`config.mk`:
```
export PLATFORM = sky130hd
export DESIGN_NAME = stream_congestion_emulator
export DESIGN_NICKNAME = d
export VERILOG_FILES = /design/src/rtl/stream_congestion_emulator.sv
export SDC_FILE = /design/constraint.sdc
export NUM_CORES = 1
export LEC_CHECK = 0
export CAP_MARGIN = 20
export CORE_UTILIZATION = 42
export CTS_BUF_LIST = sky130_fd_sc_hd__clkbuf_8
export DETAILED_ROUTE_END_ITERATION = 6
export HOLD_SLACK_MARGIN = 0.1
export PLACE_DENSITY = 0.94
export REMOVE_ABC_BUFFERS = 1
export SLEW_MARGIN = 20
export SYNTH_ARGS = -nofsm -noshare
export SYNTH_HDL_FRONTEND = slang
export SYNTH_SLANG_ARGS = --single-unit
```
`constraint.sdc`:
```
create_clock -name clk_i -period 3.75 [get_ports clk_i]
set_clock_uncertainty 0.15 [all_clocks]
set_input_delay 0.75 -clock clk_i [delete_from_list [all_inputs] [get_ports clk_i]]
set_output_delay 0.75 -clock clk_i [all_outputs]
set_load 0.05 [all_outputs]
```
`src/rtl/stream_congestion_emulator.sv`:
```
// stream_congestion_emulator: one-deep stream register slice with congestion-gated upstream ready
// Ports:
//   clk_i, rst_i        clock, synchronous active-high reset
//   enable_i            gating enable (0 = gate always open)
//   data_i/valid_i      upstream payload and valid; ready_o upstream ready (gated)
//   data_o/valid_o      downstream payload and valid; ready_i downstream ready
//   stall_cnt_o         saturating count of cycles with valid_i && !ready_o
//   beat_cnt_o          saturating count of output beats (valid_o && ready_i)
// Optional feature: define STREAM_CONGESTION_EMULATOR_STATS_EN to build the two
// statistics counters; otherwise both outputs are tied to zero.
module stream_congestion_emulator #(
  parameter int          DATA_WIDTH       = 32,
  parameter int          CONGESTION_LEVEL = 50,
  parameter int          MODE             = 0,
  parameter int          PERIOD           = 16,
  parameter int          MAX_STALL        = 0,
  parameter logic [15:0] LFSR_SEED        = 16'hACE1
) (
  input  logic                  clk_i,
  input  logic                  rst_i,
  input  logic                  enable_i,
  input  logic [DATA_WIDTH-1:0] data_i,
  input  logic                  valid_i,
  output logic                  ready_o,
  output logic [DATA_WIDTH-1:0] data_o,
  output logic                  valid_o,
  input  logic                  ready_i,
  output logic [31:0]           stall_cnt_o,
  output logic [31:0]           beat_cnt_o
);
  // An all-zero seed would lock the LFSR, so it is replaced by the default
  localparam logic [15:0] SEED      = (LFSR_SEED == 16'h0) ? 16'hACE1 : LFSR_SEED;
  // 9 bits so that level 100 (256) can never be reached by an 8-bit sample
  localparam logic [8:0]  THRESH    = 9'(CONGESTION_LEVEL * 256 / 100);
  localparam logic [31:0] CLOSED    = 32'(PERIOD * CONGESTION_LEVEL / 100);
  localparam logic [31:0] LAST      = 32'(PERIOD - 1);
  localparam logic [31:0] STALL_MAX = 32'(MAX_STALL);
  logic [DATA_WIDTH-1:0] data_q;
  logic                  full_q;
  logic [15:0]           lfsr_q;
  logic [31:0]           phase_q;
  logic [31:0]           run_q;
  logic                  gate;
  logic                  open;
  logic                  load;
  always_comb begin
    gate = (MODE == 1) ? (phase_q >= CLOSED) : ({1'b0, lfsr_q[7:0]} >= THRESH);
    // watchdog forces one open cycle after MAX_STALL consecutive closed ones
    open = !enable_i || gate || ((MAX_STALL > 0) && (run_q >= STALL_MAX));
  end
  assign ready_o = !rst_i && open && (!full_q || ready_i);
  assign load    = valid_i && ready_o;
  assign valid_o = full_q;
  assign data_o  = data_q;
  always_ff @(posedge clk_i) begin
    if (rst_i) begin
      data_q  <= '0;
      full_q  <= 1'b0;
      lfsr_q  <= SEED;
      phase_q <= '0;
      run_q   <= '0;
    end else begin
      lfsr_q  <= {lfsr_q[14:0], lfsr_q[15] ^ lfsr_q[13] ^ lfsr_q[12] ^ lfsr_q[10]};
      phase_q <= (phase_q >= LAST) ? '0 : phase_q + 32'd1;
      run_q   <= open ? '0 : run_q + 32'd1;
      // a load wins over a drain; with neither, a full stage holds until ready_i
      full_q  <= load || (full_q && !ready_i);
      if (load) data_q <= data_i;
    end
  end
`ifdef STREAM_CONGESTION_EMULATOR_STATS_EN
  logic [31:0] stall_q;
  logic [31:0] beat_q;
  always_ff @(posedge clk_i) begin
    if (rst_i) begin
      stall_q <= '0;
      beat_q  <= '0;
    end else begin
      if (valid_i && !ready_o && stall_q != '1) stall_q <= stall_q + 32'd1;
      if (full_q && ready_i && beat_q != '1) beat_q <= beat_q + 32'd1;
    end
  end
  assign stall_cnt_o = stall_q;
  assign beat_cnt_o  = beat_q;
`else
  assign stall_cnt_o = '0;
  assign beat_cnt_o  = '0;
`endif
endmodule

```
==> results of run 1 <==
## through the flow
stage	setup WS [ns]	total power (W)	hold slack (ns)
finish	0.1941	0.001264	0.2709
global route	0.1022	0.001321	0.2793
CTS	0.1919	0.001277	0.2692
detailed placement	0.1910	0.0009539	0.2462
global placement	0.2381	0.0009489	0.2428
floorplan	0.7288	0.0008501	0.2395
## per-layer routing
layer,GRT usage,part of all wire
met1,0.1747,0.39
met2,0.2800,0.50
met3,0.05988,0.096
met4,0.06538,0.013
met5,0,0
## layout make-up
class	count	area, um^2	share of cell area
clock buffer	5	68.82	0.02387
clock inverter	3	26.28	0.009115
inverter	34	127.6	0.04427
multi-input combinational	153	875.8	0.3038
sequential	49	980.9	0.3403
tap	70	87.58	0.03038
timing repair buffer	72	715.7	0.2483
## cell families (layout without fill, tap and decap cells)
family	after synthesis	count (layout)	share of synthesized area
AO/OA/AOI/OAI	65	65	0.1946
XOR/XNOR	3	3	0.01138
buffers and inverters	114	114	0.2992
flip-flops	49	49	0.4249
other	1	64	0.001624
AND/OR/NAND/NOR	21	21	0.06829
## worst min-delay path by stage
stage          cells after the start          to  slack (ns)
5_1_grt                            1  lfsr_q[10]        0.28
6_report                           1  lfsr_q[10]        0.27
4_1_cts                            1  lfsr_q[15]        0.27
2_1_floorplan                      1  lfsr_q[10]        0.24
3_5_place_dp                       1  lfsr_q[15]        0.25
3_3_place_gp                       1  lfsr_q[15]        0.24
## cells in the final DEF (no fill, tap or decap)
cell type        netlist  layout
a21oi_2                1       1
and2b_2                7       7
buf_4                 64       2
clkbuf_8               0       5
clkdlybuf4s50_1        0      70
clkinv_4               0       2
conb_1                 1      64
dfxtp_1               49      49
inv_1                 34      34
inv_6                  0       1
nand2_1                1       1
nand2b_1               1       1
nor2b_1                2       1
nor2b_2                0       1
nor2b_4                1       1
nor3_1                 1       1
o21ai_0                3       3
o21ai_1               29      29
o311ai_0              32      32
or2_2                  7       7
or4_4                  1       1
xnor2_1                1       1
xor2_1                 2       2
## critical path, cell delays in order
cell and delay (ns):
clkdlybuf4s50_1 0.45, nor2b_4 0.61, nor3_1 0.11, clkdlybuf4s50_1 0.73
## power breakdown
part | switching (W) | leakage, nW | internal (W)
combinational | 0.000279 | 0.811 | 0.0000954
sequential | 0.0000141 | 0.405 | 0.000555
clock | 0.000184 | 0.0487 | 0.000136
## state kept, by name (all words and copies together) (netlist names)
name	count
valid_o	1
lfsr_q	16
data_o	32
==> flow_metrics.py, run 1 <==
metrics = {
    "critical_path": {
        "startpoint": "enable_i",
        "r2r_setup_slack_ns": 1.91,
        "start_kind": "primary input",
        "reg2reg_to": "data_o[12]",
        "critPathCaptureType": "output pin",
        "cp.arrival_ns": 2.66,
        "crit_fanout": 34,
        "endpoint": "ready_o",
        "r2r_cells": 4,
        "rr_startpoint": "valid_o",
        "critPathRequiredTime_ns": 2.85,
        "critical_path_class": "in2out",
    },
    "clock_network": {
        "postCtsSetupBuffers": 0,
        "clk_latency_ns": 0.30,
        "h-tree-depth": 2,
        "clockBufferDepth": 2,
        "cts_sinks": 49,
        "clk_pin_slew_ns": 0.09,
        "cts_made_buffers": 5,
        "cts_resized": 0,
        "cts_hold_buf": 0,
        "clk_root_buffer_cell": "clkbuf_8",
        "cts_tree": "yes",
    },
    "cells_and_area": {
        "syn2layout_area_growth_pct": 24.88,
        "final_layout_size_suffix_gt1_frac": 0.08861,
        "stdcell_count": 386,
        "nets": 352,
        "design_area_um2": 2883,
        "nFillCells": 442,
        "final_core_util": 0.5538,
        "diodes": 0,
    },
    "routing": {
        "wire_per_inst_um": 11.90,
        "drt_iter0_markers": 63,
        "vias_per_cell": 4.513,
        "antenna_left": 0,
        "wl_um": 4595,
        "drc": 0,
        "drt-pass1-iter-count": 4,
        "vias": 1742,
    },
    "synth": {
        "synth.area.top_cells": "dfxtp_1, buf_4, o311ai_0",
        "synth_top_area_share": 0.4249,
        "syn_area_um2": 2308,
        "synth_warnings": 0,
        "synth_edf_count": 0,
        "synthCells": 253,
        "synth_top_area_cell": "dfxtp_1",
        "synth.distinct_cells": 20,
        "ys_seq_area_frac": 0.4249,
        "synth_ff_type": "dfxtp_1",
        "yosys.cell_count.top_type": "buf_4",
        "synth_common_cells": "buf_4, dfxtp_1, inv_1, o311ai_0, o21ai_1",
        "ys_async_sr_fraction": 0,
        "yosys_register_bits": 49,
        "syn_area_per_cell_um2": 9.124,
    },
    "die": {
        "core_area_um2": 5205,
        "num_rows": 26,
        "io_pins": 135,
        "start_util": 0.4435,
        "dieHeight_um": 76.14,
        "die_x_um": 76.14,
        "dieArea_um2": 5797,
    },
    "placement": {
        "hpwl_um": 3064,
        "numPortBuffers": 70,
        "placed_area_um2": 2788,
        "gp_congestion": 0.6697,
        "dpl.cell_count": 378,
    },
    "pwr": {
        "power.leakage_nw": 1.265,
        "power_density_nw_per_um2": 438.5,
        "vdd_drop_max_mv": 0.2970,
    },
    "grt": {
        "grt_pass1_vias": 1640,
        "antenna_found_initial": 0,
        "grt_max_degree": 35,
        "grt_pass1_wl_um": 7438,
        "grt_overflow": 0,
        "grt_usage": 0.1604,
    },
    "sta": {
        "hold_viol_final": 0,
        "fin_tns_setup_ns": 0,
        "tightest_slew_ns": 0.9087,
        "drv_slew": 0,
        "finalSetupViolations": 0,
        "rsz0062_at_grt": "false",
        "period_needed_ns": 3.556,
        "maxSlewHeadroom": 0.3935,
        "max_freq_mhz": 281.2,
        "timing.final.crit_share": 0.9482,
    },
    "hold_path": {
        "hp-start": "lfsr_q[9]",
        "hp-class": "reg2reg",
    },
    "run_status": {
        "status": "finished clean",
    },
    "flow_run": {
        "max_cap_viol_count": 0,
    },
}
Note: power is estimated with default switching activity, not from simulation.
==> run 2: changes to the inputs <==
--- a/config.mk
+++ b/config.mk
@@ -8,6 +8,7 @@
 export CAP_MARGIN = 20
 export CORE_UTILIZATION = 42
 export CTS_BUF_LIST = sky130_fd_sc_hd__clkbuf_8
+export CTS_CLUSTER_DIAMETER = 120
 export DETAILED_ROUTE_END_ITERATION = 6
 export HOLD_SLACK_MARGIN = 0.1
 export PLACE_DENSITY = 0.94
==> results of run 2 <==
The final DEF is identical to that of run 1; final timing and power are the same.
